<file path="src/rtl/bcd_serial_adder_pkg.sv">
// Shared definitions for the serial packed-BCD adder/subtractor:
// FSM state encodings, BCD digit constants and the nines-complement helper.
package bcd_serial_adder_pkg;

    typedef enum logic [1:0] {
        IDLE = 2'd0,
        RUN  = 2'd1,
        DONE = 2'd2
    } state_e;

    // Largest legal BCD digit and the correction added when a digit sum overflows it.
    localparam logic [3:0] BCD_MAX = 4'd9;
    localparam logic [3:0] BCD_ADJ = 4'd6;

    // Nines complement of one digit, wrapping mod 16 so invalid digits stay deterministic.
    function automatic logic [3:0] nines_comp(input logic [3:0] d);
        return BCD_MAX - d;
    endfunction

endpackage

</file>
<file path="src/rtl/bcd_serial_adder_digit.sv">
// Single-digit decimal adder: digit = d + e + ci with the +6 correction when
// the binary sum exceeds 9. Invalid input digits pass through the same rule.
module bcd_digit_add
    import bcd_serial_adder_pkg::*;
(
    input  logic [3:0] d_i,
    input  logic [3:0] e_i,
    input  logic       ci_i,
    output logic [3:0] digit_o,
    output logic       co_o
);

    logic [4:0] t;

    // Binary digit sum followed by the decimal adjust.
    always_comb begin
        t       = {1'b0, d_i} + {1'b0, e_i} + {4'b0000, ci_i};
        digit_o = t[3:0];
        co_o    = 1'b0;
        if (t > {1'b0, BCD_MAX}) begin
            digit_o = t[3:0] + BCD_ADJ;
            co_o    = 1'b1;
        end
    end

endmodule

</file>
<file path="src/rtl/bcd_serial_adder.sv">
// Multi-digit packed-BCD adder/subtractor, one digit per clock through a
// single shared digit adder. Subtraction is a + nines(b) + 1 (ten's complement).
module bcd_serial_adder
    import bcd_serial_adder_pkg::*;
#(
    parameter int NDIGITS = 4,
    parameter int IDXW    = 3
) (
    input  logic                 clk,
    input  logic                 rst,
    input  logic                 start,
    input  logic                 sub,
    input  logic                 cin,
    input  logic [4*NDIGITS-1:0] a,
    input  logic [4*NDIGITS-1:0] b,
    output logic [4*NDIGITS-1:0] sum,
    output logic                 cout,
    output logic                 neg,
    output logic                 err,
    output logic                 busy,
    output logic                 done
);

    localparam int W = 4 * NDIGITS;
    localparam logic [IDXW-1:0] LAST_IDX = IDXW'(NDIGITS - 1);

    state_e          state_q, state_d;
    logic [IDXW-1:0] idx_q,   idx_d;
    logic [W-1:0]    a_q,     a_d;
    logic [W-1:0]    b_q,     b_d;
    logic            sub_q,   sub_d;
    logic            carry_q, carry_d;
    logic [W-1:0]    sum_q,   sum_d;
    logic            cout_q,  cout_d;
    logic            neg_q,   neg_d;
    logic            err_q,   err_d;
    logic            busy_q,  busy_d;
    logic            done_q,  done_d;

    logic [3:0] a_dig;
    logic [3:0] b_dig;
    logic [3:0] e_dig;
    logic [3:0] res_dig;
    logic       res_co;

    // Pick the current digit of each latched operand and apply the subtract-mode complement.
    always_comb begin
        a_dig = '0;
        b_dig = '0;
        for (int unsigned i = 0; i < NDIGITS; i++) begin
            if (idx_q == IDXW'(i)) begin
                a_dig = a_q[4*i +: 4];
                b_dig = b_q[4*i +: 4];
            end
        end
        e_dig = sub_q ? nines_comp(b_dig) : b_dig;
    end

    bcd_digit_add u_digit (
        .d_i     (a_dig),
        .e_i     (e_dig),
        .ci_i    (carry_q),
        .digit_o (res_dig),
        .co_o    (res_co)
    );

    // Next-state and register-update logic for the IDLE/RUN/DONE sequence.
    always_comb begin
        state_d = state_q;
        idx_d   = idx_q;
        a_d     = a_q;
        b_d     = b_q;
        sub_d   = sub_q;
        carry_d = carry_q;
        sum_d   = sum_q;
        cout_d  = cout_q;
        neg_d   = neg_q;
        err_d   = err_q;
        busy_d  = busy_q;
        done_d  = 1'b0;

        unique case (state_q)
            IDLE: begin
                if (start) begin
                    state_d = RUN;
                    a_d     = a;
                    b_d     = b;
                    sub_d   = sub;
                    carry_d = sub ? 1'b1 : cin;
                    idx_d   = '0;
                    sum_d   = '0;
                    err_d   = 1'b0;
                    busy_d  = 1'b1;
                end
            end

            RUN: begin
                for (int unsigned i = 0; i < NDIGITS; i++) begin
                    if (idx_q == IDXW'(i)) begin
                        sum_d[4*i +: 4] = res_dig;
                    end
                end
                carry_d = res_co;
                err_d   = err_q | (a_dig > BCD_MAX) | (b_dig > BCD_MAX);
                idx_d   = idx_q + IDXW'(1);
                if (idx_q == LAST_IDX) begin
                    state_d = DONE;
                    busy_d  = 1'b0;
                    done_d  = 1'b1;
                    cout_d  = res_co;
                    neg_d   = sub_q & ~res_co;
                end
            end

            DONE: begin
                state_d = IDLE;
            end

            default: begin
                state_d = IDLE;
                busy_d  = 1'b0;
            end
        endcase
    end

    // State and datapath registers; reset discards any partial result.
    always_ff @(posedge clk or posedge rst) begin
        if (rst) begin
            state_q <= IDLE;
            idx_q   <= '0;
            a_q     <= '0;
            b_q     <= '0;
            sub_q   <= 1'b0;
            carry_q <= 1'b0;
            sum_q   <= '0;
            cout_q  <= 1'b0;
            neg_q   <= 1'b0;
            err_q   <= 1'b0;
            busy_q  <= 1'b0;
            done_q  <= 1'b0;
        end else begin
            state_q <= state_d;
            idx_q   <= idx_d;
            a_q     <= a_d;
            b_q     <= b_d;
            sub_q   <= sub_d;
            carry_q <= carry_d;
            sum_q   <= sum_d;
            cout_q  <= cout_d;
            neg_q   <= neg_d;
            err_q   <= err_d;
            busy_q  <= busy_d;
            done_q  <= done_d;
        end
    end

    assign sum  = sum_q;
    assign cout = cout_q;
    assign neg  = neg_q;
    assign err  = err_q;
    assign busy = busy_q;
    assign done = done_q;

endmodule

</file>
<file path="config.mk">
export PLATFORM = sky130hd
export DESIGN_NAME = bcd_serial_adder
export DESIGN_NICKNAME = d
export VERILOG_FILES = /design/src/rtl/bcd_serial_adder_pkg.sv /design/src/rtl/bcd_serial_adder_digit.sv /design/src/rtl/bcd_serial_adder.sv
export SDC_FILE = /design/constraint.sdc
export NUM_CORES = 1
export LEC_CHECK = 0
export BUFFER_PORTS_ARGS = -buffer_cell sky130_fd_sc_hd__buf_4
export CAP_MARGIN = 0
export CORE_AREA = 8 8 108 85
export CTS_CLUSTER_SIZE = 10
export DETAILED_ROUTE_END_ITERATION = 8
export DIE_AREA = 0 0 116 93
export GPL_TIMING_DRIVEN = 1
export SLEW_MARGIN = 20
export SYNTH_ARGS = -nofsm -noshare
export SYNTH_HDL_FRONTEND = slang
export SYNTH_SLANG_ARGS = --single-unit
</file>
<file path="constraint.sdc">
create_clock -name clk -period 4.2 [get_ports clk]
set_clock_uncertainty 0.2 [all_clocks]
set_input_delay 0.42 -clock clk [delete_from_list [all_inputs] [get_ports clk]]
set_output_delay 0.42 -clock clk [all_outputs]
set_load 0.01 [all_outputs]
</file>
==> impl_metrics.yaml <==
status:
  status: "completed"
critical_path:
  path_cells: "inv_1 -> ha_2 -> buf_4 -> nand3b_1 -> a211oi_2 -> o22ai_2 -> ha_1 -> nand2_1 -> o21ai_0 -> ha_1 -> xor2_2 -> ha_2 -> a22oi_2 -> a311oi_4 -> mux2_4 -> o21ai_0"
  critPathSlowestCell: "dfrtp_1"
  crit_family: "adder cells"
  slowest_delay_ns: 0.40
  cp_data_arrival_time_ns: 4.09
  worstSetupPathType: "reg2reg"
  worst_setup_path_start_kind: "flop"
  path_max_fanout: 5
  critPathCaptureType: "flop"
  cp.required_ns: 4.26
  crit_buf_inv: 2
synthesis:
  synth_warnings: 0
  syn_avg_cell_area_um2: 11.4
  syn_nets: 305
  ys_seq_elements: 60
  synth-compound-area-share_pct: 14.6
  synthMuxAreaShare_pct: 14.3
  synth_area_um2: 2920
  synthAdderAreaFrac_pct: 5.66
  synth_top_area_share_pct: 51.5
  synth_top_family_by_area: "compound AO/OA/AOI/OAI gates"
  syn_inst: 256
  yosys-top-cells-area: "dfrtp_1 (51%), mux2_2 (14%), o21ai_0 (4.5%)"
  synth_xor_area_share_pct: 1.20
  yosys.area_share.simple_pct: 10.0
  synth.largest_area_cell: "dfrtp_1"
  synth_cell_types: 37
  ys_seq_area_share_pct: 51.5
detailed_routing:
  drc: 0
  wl_mm: 7.26
  detail_route.wl_per_cell_um: 16.4
  drtPass1Iterations: 4
  ant_nets: 0
  vias_per_cell: 5.09
  first_iter_violations: 100
  vias: 2250
floorplan:
  die_w_um: 116
  initial_core_util_pct: 38.5
  core_um2: 7570
  ios: 58
  num_rows: 28
  die-area_um2: 10800
  die_y_um: 93
clock_tree:
  clock_latency_ns: 0.35
  clock_path_buffers: 2
  clkTransAtPathRegs_ns: 0.07
  cts_tree: "built"
  cts_root_buf: "clkbuf_8"
  h-tree-depth: 3
  cts.sinks: 60
  cts_buffers: 9
timing:
  setup-violations-final: 0
  finalHoldViolCount: 0
  drv_slew: 0
  fin_crit_ns: 4.02
  relSlewSlack_pct: 61.5
  tightestPinTransition_ns: 0.576
  fmax_mhz: 248
  post-route-period-util_pct: 95.8
finish:
  n_antenna_cell: 0
  utilization_pct: 50.8
  finalNetCount: 381
  postLayoutCellArea_um2: 3850
  multi_input_area_um2: 1390
  synthToLayoutAreaGrowth_pct: 31.9
  nFillCells: 704
  layout.area.seq_um2: 1500
  layout-drive-gt1-share_pct: 42.1
hold_path:
  hp-class: "in2reg"
global_routing:
  grt_pass1_wl_mm: 11.5
  antenna_found_initial: 0
  grt_max_degree: 35
  track_usage_pct: 13.7
  overflow: 0
  grt_pass1_vias: 2291
placement:
  io_buffers: 57
  place.gp.congestion: 0.824
  place_area_um2: 3530
  dpl.hpwl_mm: 5.48
job:
  max_cap_viol_count: 0
[state kept, by name, indices dropped and copies added, names as in the netlist, 2 cells and up]
register	flops
a_q	16
idx_q	3
b_q	16
state_q	2
sum	16
[synthesized netlist by cell type]
cell / number
dfrtp_1: 60
mux2_2: 37
nand2_1: 31
o21ai_0: 26
inv_1: 12
ha_1: 10
a21o_1: 6
nor2_1: 6
nor2b_1: 6
clkbuf_1: 5
nand2b_1: 5
a21oi_1: 4
a22oi_1: 4
o31ai_1: 4
buf_2: 3
nand3_1: 3
nand3b_1: 3
o22ai_1: 3
or2_2: 3
xor2_1: 3
a211o_1: 2
a211oi_1: 2
a32o_1: 2
and3b_1: 2
fa_1: 2
a221o_1: 1
a221oi_1: 1
a22o_1: 1
a2bb2oi_1: 1
a311oi_4: 1
a31oi_1: 1
a32oi_1: 1
o211ai_1: 1
o21a_1: 1
o21bai_1: 1
or3_4: 1
xnor2_1: 1
[final cells by class]
class                      instances  share of cell area (%)
multi-input combinational        176                    36.0
clock buffer                      10                    3.58
clock inverter                     6                    2.44
sequential                        60                    39.0
inverter                          12                    1.17
tap                              105                    3.42
timing repair buffer              73                    14.3
[cells in the final DEF (no fill, tap or decap), types with 2 or more instances in the layout]
cell type and count:
inv_6 2, nand2_1 31, a211o_1 2, buf_4 72, dfrtp_1 60, a22oi_1 3
o21ai_0 25, xor2_1 2, and3b_1 2, o22ai_1 2, a21oi_1 4, o31ai_1 4
nand3_1 3, nand3b_1 3, nor2_1 5, or2_2 3, mux2_2 36, nand2b_1 5
inv_1 11, clkbuf_8 10, ha_2 4, bufinv_16 2, a21o_1 6, ha_1 6
a32o_1 2, nor2b_1 6
[logic make-up (layout without fill, tap and decap cells)]
logic type | after synthesis | after routing
mux | 37 | 37
simple gates | 60 | 60
fa+ha+maj | 12 | 12
buf+inv | 20 | 101
compound gates | 63 | 63
xor+xnor | 4 | 4
flops | 60 | 60
[worst reg2reg max path, cell delays in order, from the launching register on]
cell	delay (ns)
dfrtp_1	0.40
inv_1	0.09
ha_2	0.21
buf_4	0.16
nand3b_1	0.17
a211oi_2	0.27
o22ai_2	0.15
ha_1	0.31
nand2_1	0.06
o21ai_0	0.09
ha_1	0.37
xor2_2	0.25
ha_2	0.24
a22oi_2	0.10
a311oi_4	0.34
mux2_4	0.36
o21ai_0	0.17
[per-stage QoR]
step	TNS [ns]	worst slack, ns	cells	hold WS, ns
5_1_grt	-0.321	-0.0792	442	0.0894
3_5_place_dp	0	0.0552	422	0.276
3_3_place_gp	0	0.131	422	0.274
4_1_cts	0	0.00766	439	0.0778
6_report	0	0.176	442	0.0982
2_1_floorplan	0	0.238	256	0.272
[what timing repair did]
item	in CTS	in global routing
endpoints found under the hold margin	26	0
gates resized for setup	0	12
hold buffers	1	0
buffers inserted	0	3
setup endpoints to repair	0	14
[layer usage]
| metal | global-route usage (%) | part of all wire, % | vias to the layer above |
|---|---|---|---|
| met5 | 0 | 0 | - |
| met4 | 4.84 | 1.4 | 0 |
| met3 | 4.38 | 5.5 | 11 |
| met2 | 20.6 | 45 | 62 |
| met1 | 18.3 | 48 | 1113 |
| li1 | - | - | 1064 |
[final timing paths]
| path | cells after the start | slack, ns | to | start |
|---|---|---|---|---|
| worst max register to register | 16 | 0.18 | sum[10] | idx_q[1] |
| worst min register to register | 2 | 0.29 | sum[14] | sum[14] |
| min in group asynchronous | 3 | 0.49 | sum[6] | rst |
| worst min-delay path | 2 | 0.1 | a_q[9] | a[9] |
| max in group asynchronous | 4 | 2.45 | a_q[14] | rst |
| worst max-delay path | 16 | 0.18 | sum[10] | idx_q[1] |
Power is left out: the tool's default activity adds up to more than one toggle a clock period on the data nets, which glitch-free logic cannot reach.
